<file path="src/rtl/memctl_cfg_pkg.sv">
// Shared encodings for the SDRAM controller boot-time configuration sequencer:
// FSM states and the AHB-Lite constants the sequencer drives.
package memctl_cfg_pkg;

  typedef enum logic [2:0] {
    ST_DLY  = 3'd0,
    ST_WA   = 3'd1,
    ST_WD   = 3'd2,
    ST_PA   = 3'd3,
    ST_PD   = 3'd4,
    ST_GAP  = 3'd5,
    ST_ERR  = 3'd6,
    ST_DONE = 3'd7
  } state_t;

  localparam logic [1:0] HTRANS_IDLE   = 2'b00;
  localparam logic [1:0] HTRANS_NONSEQ = 2'b10;
  localparam logic [2:0] HSIZE_WORD    = 3'b010;
  localparam logic [2:0] HBURST_SINGLE = 3'b000;
  localparam logic [3:0] HPROT_DATA    = 4'b0011;

endpackage

</file>
<file path="src/rtl/cfg_ahb_mux.sv">
// Owner-select mux for the AHB-Lite master port: the sequencer drives the bus until
// handover, after which the CPU address/data signals and HREADY pass straight through.
module cfg_ahb_mux
  import memctl_cfg_pkg::*;
(
  input  logic        cpu_sel,
  input  logic [1:0]  seq_htrans,
  input  logic [31:0] seq_haddr,
  input  logic        seq_hwrite,
  input  logic [31:0] seq_hwdata,
  input  logic [31:0] cpu_haddr,
  input  logic [1:0]  cpu_htrans,
  input  logic        cpu_hwrite,
  input  logic [2:0]  cpu_hsize,
  input  logic [2:0]  cpu_hburst,
  input  logic [3:0]  cpu_hprot,
  input  logic [31:0] cpu_hwdata,
  input  logic        hready,
  output logic [31:0] bus_haddr,
  output logic [1:0]  bus_htrans,
  output logic        bus_hwrite,
  output logic [2:0]  bus_hsize,
  output logic [2:0]  bus_hburst,
  output logic [3:0]  bus_hprot,
  output logic [31:0] bus_hwdata,
  output logic        cpu_hready
);

  always_comb begin
    // NOTE: every output is assigned on both branches, so no latch can be inferred.
    if (cpu_sel) begin
      bus_haddr  = cpu_haddr;
      bus_htrans = cpu_htrans;
      bus_hwrite = cpu_hwrite;
      bus_hsize  = cpu_hsize;
      bus_hburst = cpu_hburst;
      bus_hprot  = cpu_hprot;
      bus_hwdata = cpu_hwdata;
      cpu_hready = hready;
    end else begin
      bus_haddr  = seq_haddr;
      bus_htrans = seq_htrans;
      bus_hwrite = seq_hwrite;
      bus_hsize  = HSIZE_WORD;
      bus_hburst = HBURST_SINGLE;
      bus_hprot  = HPROT_DATA;
      bus_hwdata = seq_hwdata;
      cpu_hready = 1'b0;
    end
  end

endmodule

</file>
<file path="src/rtl/memctl_cfg_seq.sv">
// Boot-time configuration sequencer: writes a fixed table of controller registers,
// polls a status register until its busy bits clear, then hands the bus to the CPU.
module memctl_cfg_seq #(
  parameter int                    NUM_CFG   = 4,
  parameter logic [NUM_CFG*32-1:0] CFG_ADDR  = '0,
  parameter logic [NUM_CFG*32-1:0] CFG_DATA  = '0,
  parameter logic [31:0]           POLL_ADDR = 32'h0,
  parameter logic [31:0]           POLL_MASK = 32'h1,
  parameter logic [15:0]           POLL_MAX  = 16'd1000,
  parameter logic [7:0]            START_DLY = 8'd16
) (
  input  logic        HCLK,
  input  logic        HRESETn,
  input  logic [31:0] cpu_haddr,
  input  logic [1:0]  cpu_htrans,
  input  logic        cpu_hwrite,
  input  logic [2:0]  cpu_hsize,
  input  logic [2:0]  cpu_hburst,
  input  logic [3:0]  cpu_hprot,
  input  logic [31:0] cpu_hwdata,
  output logic        cpu_hready,
  output logic [31:0] HADDR,
  output logic [1:0]  HTRANS,
  output logic        HWRITE,
  output logic [2:0]  HSIZE,
  output logic [2:0]  HBURST,
  output logic [3:0]  HPROT,
  output logic [31:0] HWDATA,
  input  logic        HREADY,
  input  logic        HRESP,
  input  logic [31:0] HRDATA,
  output logic        hsel_reg,
  output logic        cfg_done,
  output logic        cfg_err
);

  import memctl_cfg_pkg::*;

  localparam int               IDX_W    = $clog2(NUM_CFG + 1);
  localparam logic [IDX_W-1:0] IDX_LAST = IDX_W'(NUM_CFG - 1);
  // A zero start delay is treated as a one-cycle delay.
  localparam logic [7:0]       DLY_LAST = (START_DLY == 8'd0) ? 8'd0 : START_DLY - 8'd1;

  state_t           state;
  logic [IDX_W-1:0] idx;
  logic [IDX_W-1:0] idx_nxt;
  logic [7:0]       dly_cnt;
  logic [15:0]      poll_cnt;
  logic [15:0]      poll_cnt_inc;
  logic             poll_busy;

  logic [1:0]       seq_htrans;
  logic [31:0]      seq_haddr;
  logic             seq_hwrite;
  logic [31:0]      seq_hwdata;

  assign idx_nxt      = idx + IDX_W'(1);
  assign poll_cnt_inc = (poll_cnt == 16'hFFFF) ? poll_cnt : poll_cnt + 16'd1;
  assign poll_busy    = (HRDATA & POLL_MASK) != 32'h0;

  // Outputs are registered: each transition loads the bus values of the state being entered.
  always_ff @(posedge HCLK or negedge HRESETn) begin
    if (!HRESETn) begin
      state      <= ST_DLY;
      idx        <= '0;
      dly_cnt    <= 8'd0;
      poll_cnt   <= 16'd0;
      seq_htrans <= HTRANS_IDLE;
      seq_haddr  <= 32'h0;
      seq_hwrite <= 1'b0;
      seq_hwdata <= 32'h0;
      hsel_reg   <= 1'b0;
      cfg_done   <= 1'b0;
      cfg_err    <= 1'b0;
    end else begin
      // NOTE: non-blocking assignments so every branch reads the pre-edge register values.
      unique case (state)
        ST_DLY: begin
          if (dly_cnt == DLY_LAST) begin
            state      <= ST_WA;
            idx        <= '0;
            seq_htrans <= HTRANS_NONSEQ;
            seq_haddr  <= CFG_ADDR[31:0];
            seq_hwrite <= 1'b1;
            hsel_reg   <= 1'b1;
          end else begin
            dly_cnt <= dly_cnt + 8'd1;
          end
        end

        ST_WA: begin
          if (HREADY) begin
            state      <= ST_WD;
            seq_htrans <= HTRANS_IDLE;
            hsel_reg   <= 1'b0;
            seq_hwdata <= CFG_DATA[32*int'(idx) +: 32];
          end
        end

        ST_WD: begin
          if (HREADY) begin
            if (HRESP) begin
              state   <= ST_ERR;
              cfg_err <= 1'b1;
            end else if (idx == IDX_LAST) begin
              state      <= ST_PA;
              seq_htrans <= HTRANS_NONSEQ;
              seq_haddr  <= POLL_ADDR;
              seq_hwrite <= 1'b0;
              hsel_reg   <= 1'b1;
              poll_cnt   <= poll_cnt_inc;
            end else begin
              state      <= ST_WA;
              idx        <= idx_nxt;
              seq_htrans <= HTRANS_NONSEQ;
              seq_haddr  <= CFG_ADDR[32*int'(idx_nxt) +: 32];
              seq_hwrite <= 1'b1;
              hsel_reg   <= 1'b1;
            end
          end
        end

        ST_PA: begin
          if (HREADY) begin
            state      <= ST_PD;
            seq_htrans <= HTRANS_IDLE;
            hsel_reg   <= 1'b0;
          end
        end

        ST_PD: begin
          // An ERROR response is honoured only on its final (HREADY=1) cycle.
          if (HREADY) begin
            if (HRESP) begin
              state   <= ST_ERR;
              cfg_err <= 1'b1;
            end else if (!poll_busy) begin
              state    <= ST_DONE;
              cfg_done <= 1'b1;
            end else if (poll_cnt == POLL_MAX) begin
              state   <= ST_ERR;
              cfg_err <= 1'b1;
            end else begin
              state <= ST_GAP;
            end
          end
        end

        ST_GAP: begin
          state      <= ST_PA;
          seq_htrans <= HTRANS_NONSEQ;
          seq_haddr  <= POLL_ADDR;
          seq_hwrite <= 1'b0;
          hsel_reg   <= 1'b1;
          poll_cnt   <= poll_cnt_inc;
        end

        ST_ERR: begin
          state    <= ST_DONE;
          cfg_done <= 1'b1;
        end

        ST_DONE: begin
          state <= ST_DONE;
        end
      endcase
    end
  end

  // cfg_done doubles as the owner select: it rises only with no sequencer data phase pending.
  cfg_ahb_mux u_mux (
    .cpu_sel    (cfg_done),
    .seq_htrans (seq_htrans),
    .seq_haddr  (seq_haddr),
    .seq_hwrite (seq_hwrite),
    .seq_hwdata (seq_hwdata),
    .cpu_haddr  (cpu_haddr),
    .cpu_htrans (cpu_htrans),
    .cpu_hwrite (cpu_hwrite),
    .cpu_hsize  (cpu_hsize),
    .cpu_hburst (cpu_hburst),
    .cpu_hprot  (cpu_hprot),
    .cpu_hwdata (cpu_hwdata),
    .hready     (HREADY),
    .bus_haddr  (HADDR),
    .bus_htrans (HTRANS),
    .bus_hwrite (HWRITE),
    .bus_hsize  (HSIZE),
    .bus_hburst (HBURST),
    .bus_hprot  (HPROT),
    .bus_hwdata (HWDATA),
    .cpu_hready (cpu_hready)
  );

endmodule

</file>
<file path="config.mk">
export PLATFORM = sky130hd
export DESIGN_NAME = memctl_cfg_seq
export DESIGN_NICKNAME = d
export VERILOG_FILES = /design/src/rtl/memctl_cfg_pkg.sv /design/src/rtl/cfg_ahb_mux.sv /design/src/rtl/memctl_cfg_seq.sv
export SDC_FILE = /design/constraint.sdc
export NUM_CORES = 1
export LEC_CHECK = 0
export CORE_UTILIZATION = 36
export DETAILED_ROUTE_END_ITERATION = 8
export PLACE_DENSITY_LB_ADDON = 0.05
export SYNTH_ARGS = -nofsm -noshare
export SYNTH_HDL_FRONTEND = slang
export SYNTH_SLANG_ARGS = --single-unit
export TNS_END_PERCENT = 100
</file>
<file path="constraint.sdc">
create_clock -name HCLK -period 3.6 [get_ports HCLK]
set_input_delay 0.54 -clock HCLK [delete_from_list [all_inputs] [get_ports HCLK]]
set_output_delay 0.54 -clock HCLK [all_outputs]
set_load 0.05 [all_outputs]
</file>
### Word level (Yosys, flattened, before mapping)

Index checks and enable logic that the tools add are counted.

* bits in latches: 0
* input bits: 113
* output and inout bits: 81
* memories kept: 0
* register bits after elaboration: 100
* memory bits (read-only): 0
* bits in writable memories: 0
* word-level logic and storage cells: 119

* add/subtract/negate cells: 3
* shifts and indexed selects: 2
* multipliers: 0
* bitwise logic cells: 1
* muxes and demuxes: 59
* equal/unequal tests: 25
* magnitude comparators: 0
* reduce and logical (&&, ||, !) cells: 18
* divide/modulo/power cells: 0

Operators by type and width (count)
* $shiftx 128x9->32 const A: 2
* $mux 32: 6
* $pmux 32 s3: 1
* $mux 16: 4
* $mux 3: 12
* $pmux 16 s2: 1
* $ne 2x2->1 const B: 11
* $pmux 3 s7: 1
* $mux 1: 18
* $mux 2: 9
* $add 16x1->16 const B: 1
* $eq 16x10->1 const B: 1
* $eq 16x16->1 const B: 1
* $reduce_and 5->1: 3
* $eq 3x3->1 const B: 4
* $reduce_and 4->1: 3
* $eq 3x2->1 const B: 3
* $add 8x1->8 const B: 1
* $eq 8x4->1 const B: 1
* $pmux 2 s4: 1
* $reduce_bool 2->1: 4
* $ne 3x3->1 const B: 2
* $pmux 3 s2: 1
* $reduce_and 6->1: 1
* 13 further kinds: 16

### Logic depth before layout (Yosys ltp)

Gate-level depths: netlist of run 1.

* depth in word-level cells: 6
* mapped depth: 7
* gate-level depth less buffers: 7

### Modules after synthesis

A second synthesis of run 1 with hierarchy kept.

* cell total of the unflattened synthesis: 273
* area, all modules: 2866.5 um^2

Modules (own cells, without submodules)
* memctl_cfg_seq: area each 1903.1 um^2, instances 1, cells each 186
* cfg_ahb_mux: area each 963.4 um^2, instances 1, cells each 87

### Worst setup path before layout of run 1

OpenSTA, ideal clock, no wires.

* path type: register -> output
* start point: reg cfg_done
* end point: out HWRITE
* arrival: 1.979 ns
* setup slack: 1.081 ns
* cell stages (with the launch flop): 3
* cells stage by stage: dfrtp_1 -> clkbuf_1 -> o21ai_0

* word-level cells in the longest chain between the ends: 1

RTL lines
* start, declared: line memctl_cfg_seq.sv:33 `output logic cfg_done,`
* start signal, assigned: line memctl_cfg_seq.sv:73 `cfg_done <= 1'b0;`
* start signal, assigned: line memctl_cfg_seq.sv:139 `cfg_done <= 1'b1;`
* start signal, assigned: line memctl_cfg_seq.sv:160 `cfg_done <= 1'b1;`
* $mux 1: line cfg_ahb_mux.sv:31 `if (cpu_sel) begin`
* end, declared: line memctl_cfg_seq.sv:24 `output logic HWRITE,`

No other way between the ends.

### Final worst setup path of run 1

* start point: reg cfg_done
* end point: out HADDR[12]

* word-level cells in the longest chain between the ends: 1

RTL lines
* $mux 32: line cfg_ahb_mux.sv:31
* end, declared: line memctl_cfg_seq.sv:22 `output logic [31:0] HADDR,`

No other way between the ends.

==> results.sh, run 1 <==
export IMPL_final_setup_tns_ns=0
export IMPL_fp_dieW_um=83.22
export IMPL_p_per_area_mw_per_mm2=492.4
export IMPL_route_final_wire_length_um=7689
export IMPL_timing_critical_path_arrival_ns=2.41
export IMPL_finish_net_count=545
export IMPL_ff2ff_setup_slack_ns=1.32
export IMPL_met1_usage_pct=31.29
export IMPL_regToRegEndpoint="poll_cnt[1]"
export IMPL_grt_start_max_net_pins=57
export IMPL_ant_nets=0
export IMPL_cts_tree="done"
export IMPL_final_period_utilization_pct=81.96
export IMPL_grtUsageMet3_pct=3.976
export IMPL_flow_area_growth_from_synthesis_pct=74.29
export IMPL_dr_pass1_iters=4
export IMPL_die_area_mm2=0.006926
export IMPL_rsz0062_at_grt="no"
export IMPL_hold_viol_final=0
export IMPL_timing_fmax_ghz=0.3389
export IMPL_via_count=2437
export IMPL_synth_mux_area_fraction_pct=1.791
export IMPL_synthAdderAreaFrac_pct=2.634
export IMPL_skew_ns=0.003671
export IMPL_cts_htree_levels=2
export IMPL_floorplan_rows=29
export IMPL_synth_warnings=0
export IMPL_setup_violations=0
export IMPL_grt_pass1_vias=2261
export IMPL_fin_cells=505
export IMPL_crit_required_ns=3.06
export IMPL_placeableCoreArea_mm2=0.006350
export IMPL_port_buffers=162
export IMPL_postCtsResizedCells=0
export IMPL_synth_ff_latch_count=34
export IMPL_largest_family_of_logic_cells_by_synthesized_area="simple AND/OR/NAND/NOR gates"
export IMPL_worstRegToRegCells=5
export IMPL_grt_pass1_wl_um=12040
export IMPL_synth_simple_area_share_pct=39.46
export IMPL_post_synthesis_cell_count=270
export IMPL_outcome="completed"
export IMPL_final_design_area_no_fill_mm2=0.004139
export IMPL_postSynth_asyncResetShare_pct=100.0
export IMPL_post_route_min_period_ns=2.951
export IMPL_post_route_drc_count=0
export IMPL_gr_total_overflow=0
export IMPL_crit_path_end_kind="primary output"
export IMPL_holdCritPathClass="flop to flop"
export IMPL_cts_max_path_buffers=2
export IMPL_synth_compound_gate_area_share_pct=8.008
export IMPL_rr_startpoint="state[1]"
export IMPL_placed_area_mm2=0.004048
export IMPL_synth_lib_cells_used_distinct=46
export IMPL_place_detailed_instances=497
export IMPL_synthesis_area_mm2=0.002375
export IMPL_gp_congestion=0.8696
export IMPL_timing_hold_worst_path_depth=1
export IMPL_drv_cap=0
export IMPL_drive_gt1_share_pct=5.374
export IMPL_cp_slowest_stage_delay_ns=0.83
export IMPL_timing_max_transition_violations_final=0
export IMPL_slowest_stage="dfrtp_2"
export IMPL_gr_usage_all_layers_pct=22.34
export IMPL_cts_root_buffer="clkbuf_8"
export IMPL_drt_initial_drc_count=69
export IMPL_worst_skew_pair_late_latency_ns=0.28
export IMPL_holdBufCountCts=0
export IMPL_syn_num_nets=388
export IMPL_hold_path_startpoint="dly_cnt[7]"
export IMPL_cp_cell_sequence="buf_4 -> and2_1 -> clkdlybuf4s50_1"
export IMPL_ys_flop_type="dfrtp_1"
export IMPL_max_slew_headroom_pct=50.47
export IMPL_grt_met2_usage_pct=34.80
export IMPL_crit_path_start_kind="flop"
export IMPL_cts_clk_slew_worst_paths_ns=0.07
export IMPL_diodes=0
export IMPL_tightestPinTransition_ns=0.7414
export IMPL_leakage_nw=1.650
export IMPL_grt_busiest_layer="met2"
export IMPL_antenna_found_initial=0
export IMPL_max_fanout_on_critical_path=56
export IMPL_floorplan_io_pins=194
export IMPL_die_height_um=83.22
export IMPL_worst_setup_path_type="flop to primary output"
export IMPL_post_synth_xor_area_fraction_pct=8.114
export IMPL_initial_core_util_pct=37.40
export IMPL_place_hpwl_um=6357
export IMPL_cts_inserted_buffers=5
export IMPL_number_of_synthesized_flops_with_an_enable_pin=0
export IMPL_numClockSinks=34
export IMPL_ys_seq_area_share_pct=35.83
export IMPL_syn_avg_cell_area_um2=8.795
export IMPL_finish_utilization_pct=65.18
export IMPL_postCtsSetupBuffers=0
export IMPL_vdd_ir_drop_max_v=0.0003216
export IMPL_post_drt_via_cell_ratio=4.826
export IMPL_hold_critical_path_endpoint="dly_cnt[7]"
export IMPL_routedWlPerCell_um=15.23
-- power by group --
group | internal (mW) | leakage [nW] | switching [mW]
clock | 0.154 | 0.0482 | 0.135
sequential | 0.439 | 0.406 | 0.0731
combinational | 0.470 | 1.20 | 0.767
total | 1.06 | 1.65 | 0.975
-- cell usage in the layout, fill, tap and decap left out, types with 3 or more instances in the layout --
master,synthesis,layout
a21oi_1,4,4
and2_1,73,73
and3_1,5,5
and4_1,3,3
clkbuf_8,0,6
clkdlybuf4s50_1,0,162
dfrtp_1,34,33
ha_1,5,5
inv_1,10,10
nand2_1,20,20
nand2b_1,5,5
nand3_1,14,14
nand4_1,7,7
nor2_1,12,12
nor3_2,3,3
o21ai_0,6,6
xnor2_1,15,15
xor2_1,7,7
-- metal layers --
metal	vias up	share of wire (%)
met5	-	0
met2	97	46
li1	1211	-
met1	1122	47
met4	0	1.2
met3	7	6.0
-- registers in the layout, summed over array words and instances (netlist names) --
name,cells
poll_cnt,16
seq_htrans,1
dly_cnt,8
cfg_done,1
idx,3
cfg_err,1
state,3
seq_hwrite,1
-- cell families after synthesis --
group | count (synthesis)
buffers and inverters | 24
adder cells (fa/ha/maj) | 5
AO/OA/AOI/OAI | 24
multiplexers | 4
AND/OR/NAND/NOR | 157
XOR/XNOR | 22
flip-flops | 34
-- area by class of cell --
cell class / instances / area [um2]
Tap cell: 77 / 96.34
Fill cell: 559 / 2211
Clock buffer: 7 / 86.33
Timing Repair Buffer: 164 / 1637
Clock inverter: 1 / 5.005
Sequential cell: 34 / 852.1
Multi-Input combinational cell: 212 / 1425
Inverter: 10 / 37.54
-- Yosys cell counts, types with 2 or more instances --
library cell,count,area [um2]
nand3_1,14,70.07
nor3_2,3,30.03
nand4b_1,2,17.52
nand2_1,20,75.07
ha_1,5,62.56
or3_1,2,12.51
a31oi_1,2,12.51
xnor2_1,15,131.4
xor2_1,7,61.31
clkbuf_1,12,45.04
mux2_2,2,22.52
o21ai_0,6,30.03
o311ai_0,2,17.52
and3_1,5,31.28
dfrtp_1,34,850.8
nor2_1,12,45.04
and2_1,73,456.7
and4_1,3,26.28
mux2i_1,2,20.02
nand2b_1,5,31.28
inv_1,10,37.54
nand4_1,7,43.79
a21oi_1,4,20.02
-- worst max path at each step --
stage,start,to,slack [ns],depth (start not counted)
final,cfg_done,HADDR[12],0.65,3
after global routing,cfg_done,HADDR[12],0.48,3
after CTS,cfg_done,HADDR[18],0.62,3
after detailed placement,HREADY,cpu_hready,0.90,3
after global placement,HREADY,cpu_hready,0.91,3
after floorplan,cfg_done,HWRITE,1.08,2
-- worst max-delay path: cells and delay by family (launching register included) --
kind / cells / cell delay, ns
and+or+nand+nor: 1 / 0.16
buffers and inverters: 2 / 1.14
DFF: 1 / 0.83
-- through the flow --
stage          hold slack (ns)  setup WS (ns)  power (mW)
2_1_floorplan           0.2444          1.081       1.289
3_3_place_gp            0.4575         0.9090       1.746
3_5_place_dp            0.4647         0.8976       1.762
4_1_cts                 0.4783         0.6162       2.052
5_1_grt                 0.5096         0.4806       2.135
6_report                0.4816         0.6494       2.038
(Power assumes the default switching activity.)
==> run 2, diff against run 1 <==
--- a/config.mk
+++ b/config.mk
@@ -5,7 +5,7 @@
 export SDC_FILE = /design/constraint.sdc
 export NUM_CORES = 1
 export LEC_CHECK = 0
-export CORE_UTILIZATION = 36
+export CORE_UTILIZATION = 30
 export DETAILED_ROUTE_END_ITERATION = 8
 export PLACE_DENSITY_LB_ADDON = 0.05
 export SYNTH_ARGS = -nofsm -noshare
==> constraint.sdc (replaced) <==
create_clock -name HCLK -period 2.4 [get_ports HCLK]
set_input_delay 0.36 -clock HCLK [delete_from_list [all_inputs] [get_ports HCLK]]
set_output_delay 0.36 -clock HCLK [all_outputs]
set_load 0.05 [all_outputs]
==> run 2 against run 1 <==
  * Clock-buffer cell count down 1
  * Clock skew increased by 0.00077 ns
  * Clock power grew 35%
  * Sequential power up 46%
  * Die area grew 19%
  * Cell area rose by 19%
  * Non-clock buffer count increased by 3
  * Core utilization down 1.2 points
  * Sequential cell count unchanged
  * Routed wire length is 13% higher
  * Largest cell class unchanged
  * Largest power group unchanged
  * Highest routed layer unchanged
==> results.sh, run 2 (same netlist as run 1, synthesis figures left out) <==
export IMPL_outcome="completed"
export IMPL_placeableCoreArea_mm2=0.007687
export IMPL_drt_initial_drc_count=70
export IMPL_post_route_drc_count=0
export IMPL_antenna_found_initial=0
export IMPL_dr_pass1_iters=4
export IMPL_gr_usage_all_layers_pct=21.54
export IMPL_port_buffers=162
export IMPL_hold_viol_final=0
export IMPL_area_of_the_multi_input_gates_mm2=0.001425
export IMPL_numClockSinks=34
export IMPL_layout_common_cells="clkdlybuf4s50_1, buf_12, and2_1"
export IMPL_leakage_nw=2.068
export IMPL_final_setup_tns_ns=0
export IMPL_route_final_wire_length_um=8710
export IMPL_rsz0062_at_grt="no"
export IMPL_fin_cells=532
export IMPL_routedWlPerCell_um=16.37
export IMPL_ff_latch_area_um2=852.1
export IMPL_max_fanout_on_critical_path=13
export IMPL_pwr_share_seq_pct=20.8
export IMPL_postCtsSetupBuffers=0
export IMPL_finish_utilization_pct=64.03
export IMPL_timing_critical_path_arrival_ns=2.35
export IMPL_dp_slack_ns=0.2186
export IMPL_die_area_mm2=0.008276
export IMPL_final_design_area_no_fill_mm2=0.004922
export IMPL_via_count=2464
export IMPL_switching_power_mw=1.587
export IMPL_drv_cap=0
export IMPL_setup_violations=0
export IMPL_fp_dieW_um=90.97
export IMPL_flow_area_growth_from_synthesis_pct=107.3
export IMPL_report_power_total_mw=3.597
export IMPL_crit_required_ns=2.57
export IMPL_finish_net_count=548
export IMPL_floorplan_io_pins=194
export IMPL_p_per_area_mw_per_mm2=730.7
export IMPL_place_detailed_instances=525
export IMPL_mostFrequentLayoutCell="clkdlybuf4s50_1"
export IMPL_cts_inserted_buffers=5
export IMPL_grt_start_max_net_pins=59
export IMPL_cts_root_buffer="clkbuf_8"
export IMPL_largest_register="poll_cnt"
export IMPL_gr_total_overflow=0
export IMPL_holdCritPathClass="flop to flop"
export IMPL_whs_ns=0.4835
export IMPL_max_slew_headroom_pct=66.04
export IMPL_floorplan_rows=32
export IMPL_p_int_mw=2.010
export IMPL_cts_htree_levels=2
export IMPL_grt_pass1_wl_um=13630
export IMPL_vdd_ir_drop_max_v=0.0004995
export IMPL_grt_pass1_vias=2371
export IMPL_final_period_utilization_pct=90.64
export IMPL_diodes=0
export IMPL_crit_path_end_kind="flop"
export IMPL_timing_fmax_ghz=0.4597
export IMPL_place_hpwl_um=7331
export IMPL_cts_clk_slew_worst_paths_ns=0.06
export IMPL_timing_max_transition_violations_final=0
export IMPL_switching_share_pct=44.12
export IMPL_drive_gt1_share_pct=24.19
export IMPL_initial_core_util_pct=30.89
export IMPL_worstRegToRegCells=5
export IMPL_final_fill_count=642
export IMPL_gp_congestion=0.9192
export IMPL_final_setup_worst_slack_ns=0.2247
export IMPL_skew_ns=0.004443
export IMPL_placed_area_mm2=0.004842
export IMPL_ant_nets=0
export IMPL_post_route_min_period_ns=2.175
export IMPL_proportion_of_power_drawn_by_the_clock_network_pct=10.9
export IMPL_reg_largest_list="poll_cnt x16, dly_cnt x8"
export IMPL_tightestPinTransition_ns=0.5040
export IMPL_worst_skew_pair_late_latency_ns=0.28
export IMPL_post_drt_via_cell_ratio=4.632
export IMPL_holdBufCountCts=0
export IMPL_timing_hold_worst_path_depth=1
export IMPL_postCtsResizedCells=0
export IMPL_crit_path_start_kind="flop"
export IMPL_cts_tree="done"
export IMPL_worst_setup_path_type="flop to flop"
export IMPL_cts_max_path_buffers=2
export IMPL_largest_register_ffs=16
export IMPL_power_combinational_fraction_pct=68.3
export IMPL_die_height_um=90.97
==> run 2: cell types whose count changed in the layout (fill, tap and decap cells not counted), sizes merged <==
cell / before / now
buf: 2 / 84
clkinv: 1 / 0
clkinvlp: 0 / 1
clkdlybuf4s50: 162 / 83
clkbuf: 7 / 6
==> run 2: cell type report <==
type | count | area share, %
Clock inverter | 1 | 0.1525
Multi-Input combinational cell | 212 | 28.95
Tap cell | 102 | 2.593
Inverter | 10 | 0.7626
Clock buffer | 6 | 1.474
Sequential cell | 34 | 17.31
Timing Repair Buffer | 167 | 48.75
==> run 2: critical path: stages, from the launching register on <==
cell and delay [ns]:
dfrtp_1 0.41, or4_4 0.57, o32a_4 0.35, o21ai_4 0.30, nand2_1 0.15, mux2_2 0.29
==> run 2: power groups by stage <==
stage                     Combinational, mW  Sequential (mW)  Clock, mW
final                                  2.46            0.749      0.391
after global routing                   2.56            0.765      0.424
after CTS                              2.48            0.747      0.405
after detailed placement               2.47            0.757          0
after global placement                 2.44            0.752          0
after floorplan                        1.14            0.795          0
==> run 2: final timing paths <==
check,start,to,slack (ns)
worst max-delay path,dly_cnt[4],poll_cnt[1],0.22
worst min-delay path,dly_cnt[7],dly_cnt[7],0.48
worst max register to register,dly_cnt[4],poll_cnt[1],0.22
worst min register to register,dly_cnt[7],dly_cnt[7],0.48
max in group asynchronous,HRESETn,cfg_done,1.56
min in group asynchronous,HRESETn,poll_cnt[13],0.50
==> run 2: per-layer routing <==
metal | part of all wire, % | track usage, %
met4 | 2.1 | 6.217
met3 | 4.8 | 4.439
met1 | 46 | 29.06
met5 | 0 | 0
met2 | 47 | 34.79
==> run 3, diff against run 2 <==
--- a/config.mk
+++ b/config.mk
@@ -7,6 +7,7 @@
 export LEC_CHECK = 0
 export CORE_UTILIZATION = 30
 export DETAILED_ROUTE_END_ITERATION = 8
+export MAX_ROUTING_LAYER = met4
 export PLACE_DENSITY_LB_ADDON = 0.05
 export SYNTH_ARGS = -nofsm -noshare
 export SYNTH_HDL_FRONTEND = slang
==> run 3 against run 2 <==
  * Sequential share of layout area unchanged
  * First-iteration DRC count down 10%
  * Final cell count stayed put
  * Critical path type unchanged
  * Largest power group unchanged
==> results.sh, run 3 (same netlist as run 1, synthesis figures left out) <==
export IMPL_outcome="completed"
export IMPL_regToRegEndpoint="poll_cnt[1]"
export IMPL_max_fanout_on_critical_path=13
export IMPL_met1_usage_pct=29.06
export IMPL_flow_area_growth_from_synthesis_pct=107.3
export IMPL_cts_root_buffer="clkbuf_8"
export IMPL_antenna_found_initial=0
export IMPL_reg_largest_list="poll_cnt x16, dly_cnt x8"
export IMPL_grt_start_max_net_pins=59
export IMPL_finish_net_count=548
export IMPL_dr_pass1_iters=4
export IMPL_finish_utilization_pct=64.03
export IMPL_p_int_mw=2.010
export IMPL_port_buffers=162
export IMPL_initial_core_util_pct=30.89
export IMPL_mostFrequentLayoutCell="clkdlybuf4s50_1"
export IMPL_worst_skew_pair_late_latency_ns=0.28
export IMPL_place_hpwl_um=7331
export IMPL_floorplan_io_pins=194
export IMPL_pwr_share_seq_pct=20.8
export IMPL_postCtsResizedCells=0
export IMPL_worstRegToRegCells=5
export IMPL_vdd_ir_drop_max_v=0.0005038
export IMPL_drive_gt1_share_pct=24.19
export IMPL_postCtsSetupBuffers=0
export IMPL_gr_usage_all_layers_pct=22.19
export IMPL_cts_htree_levels=2
export IMPL_crit_path_end_kind="flop"
export IMPL_drt_initial_drc_count=63
export IMPL_crit_required_ns=2.57
export IMPL_p_per_area_mw_per_mm2=731.5
export IMPL_rr_startpoint="dly_cnt[4]"
export IMPL_switching_share_pct=44.17
export IMPL_gp_congestion=0.9353
export IMPL_numClockSinks=34
export IMPL_cts_clk_slew_worst_paths_ns=0.07
export IMPL_cts_max_path_buffers=2
export IMPL_fin_cells=532
export IMPL_final_fill_count=642
export IMPL_diodes=0
export IMPL_power_combinational_fraction_pct=68.3
export IMPL_post_route_min_period_ns=2.178
export IMPL_placeableCoreArea_mm2=0.007687
export IMPL_fp_dieW_um=90.97
export IMPL_final_period_utilization_pct=90.74
export IMPL_post_drt_via_cell_ratio=4.652
export IMPL_proportion_of_power_drawn_by_the_clock_network_pct=10.9
export IMPL_grt_busiest_layer="met2"
export IMPL_worstSetupStartpoint="dly_cnt[4]"
export IMPL_ant_nets=0
export IMPL_floorplan_rows=32
export IMPL_ff2ff_setup_slack_ns=0.22
export IMPL_cts_inserted_buffers=5
export IMPL_setup_violations=0
export IMPL_grt_pass1_vias=2362
export IMPL_drv_cap=0
export IMPL_via_count=2475
export IMPL_grt_met2_usage_pct=34.72
export IMPL_post_route_drc_count=0
export IMPL_die_height_um=90.97
export IMPL_die_area_mm2=0.008276
export IMPL_rsz0062_at_grt="no"
export IMPL_holdBufCountCts=0
export IMPL_place_detailed_instances=525
export IMPL_worst_setup_path_type="flop to flop"
export IMPL_skew_ns=0.005139
export IMPL_routedWlPerCell_um=16.41
export IMPL_timing_fmax_ghz=0.4592
export IMPL_endpoint="poll_cnt[1]"
export IMPL_route_final_wire_length_um=8729
export IMPL_final_setup_tns_ns=0
export IMPL_switching_power_mw=1.590
export IMPL_holdCritPathClass="flop to flop"
export IMPL_grt_pass1_wl_um=13660
export IMPL_leakage_nw=2.068
export IMPL_layout_common_cells="clkdlybuf4s50_1, buf_12, and2_1"
export IMPL_largest_register_ffs=16
export IMPL_grtUsageMet3_pct=4.690
export IMPL_gr_total_overflow=0
export IMPL_tightestPinTransition_ns=0.5041
export IMPL_timing_critical_path_arrival_ns=2.35
export IMPL_cts_tree="done"
export IMPL_largest_register="poll_cnt"
export IMPL_timing_max_transition_violations_final=0
export IMPL_max_slew_headroom_pct=66.04
export IMPL_hold_viol_final=0
export IMPL_crit_path_start_kind="flop"
run 3: cell counts in the layout (fill, tap and decap cells not counted):
Identical to the previous run, type by type.
run 3: layout make-up:
type	instances	area, um2	share of cell area (%)
timing repair buffer	167	2400	48.75
clock inverter	1	7.507	0.1525
multi-input combinational	212	1425	28.95
sequential	34	852.1	17.31
clock buffer	6	72.57	1.474
tap	102	127.6	2.593
inverter	10	37.54	0.7626
run 3: per-layer routing:
metal	wire, um	vias to the layer above
met3	455	10
li1	-	1225
met5	0	-
met1	4024	1142
met4	180	0
met2	4068	98
run 3: critical path, cell delays in order (launching register included):
cell,delay (ns)
dfrtp_1,0.41
or4_4,0.57
o32a_4,0.35
o21ai_4,0.30
nand2_1,0.15
mux2_2,0.29
run 3: through the flow:
| stage | worst slack (ns) | hold WS (ns) | instance area (um2) | power (mW) |
|---|---|---|---|---|
| CTS | 0.2091 | 0.4865 | 4922 | 3.633 |
| global placement | 0.2408 | 0.4628 | 4842 | 3.195 |
| global route | 0.1205 | 0.5156 | 4922 | 3.751 |
| floorplan | 0.06116 | 0.06441 | 2375 | 1.933 |
| detailed placement | 0.2186 | 0.4731 | 4842 | 3.232 |
| finish | 0.2222 | 0.4839 | 4922 | 3.601 |
run 3: power by group through the flow:
stage	clock [mW]	sequential, mW	combinational, mW
2_1_floorplan	0	0.795	1.14
3_3_place_gp	0	0.752	2.44
3_5_place_dp	0	0.757	2.47
4_1_cts	0.405	0.747	2.48
5_1_grt	0.424	0.765	2.56
6_report	0.393	0.749	2.46
run 3: worst min-delay path by stage:
stage / from / endpoint / cells past startpoint
after floorplan: HRESETn / cfg_done / 0
after global placement: cfg_err / cfg_err / 1
after detailed placement: dly_cnt[7] / dly_cnt[7] / 1
after CTS: dly_cnt[7] / dly_cnt[7] / 1
after global routing: dly_cnt[7] / dly_cnt[7] / 1
final: dly_cnt[7] / dly_cnt[7] / 1
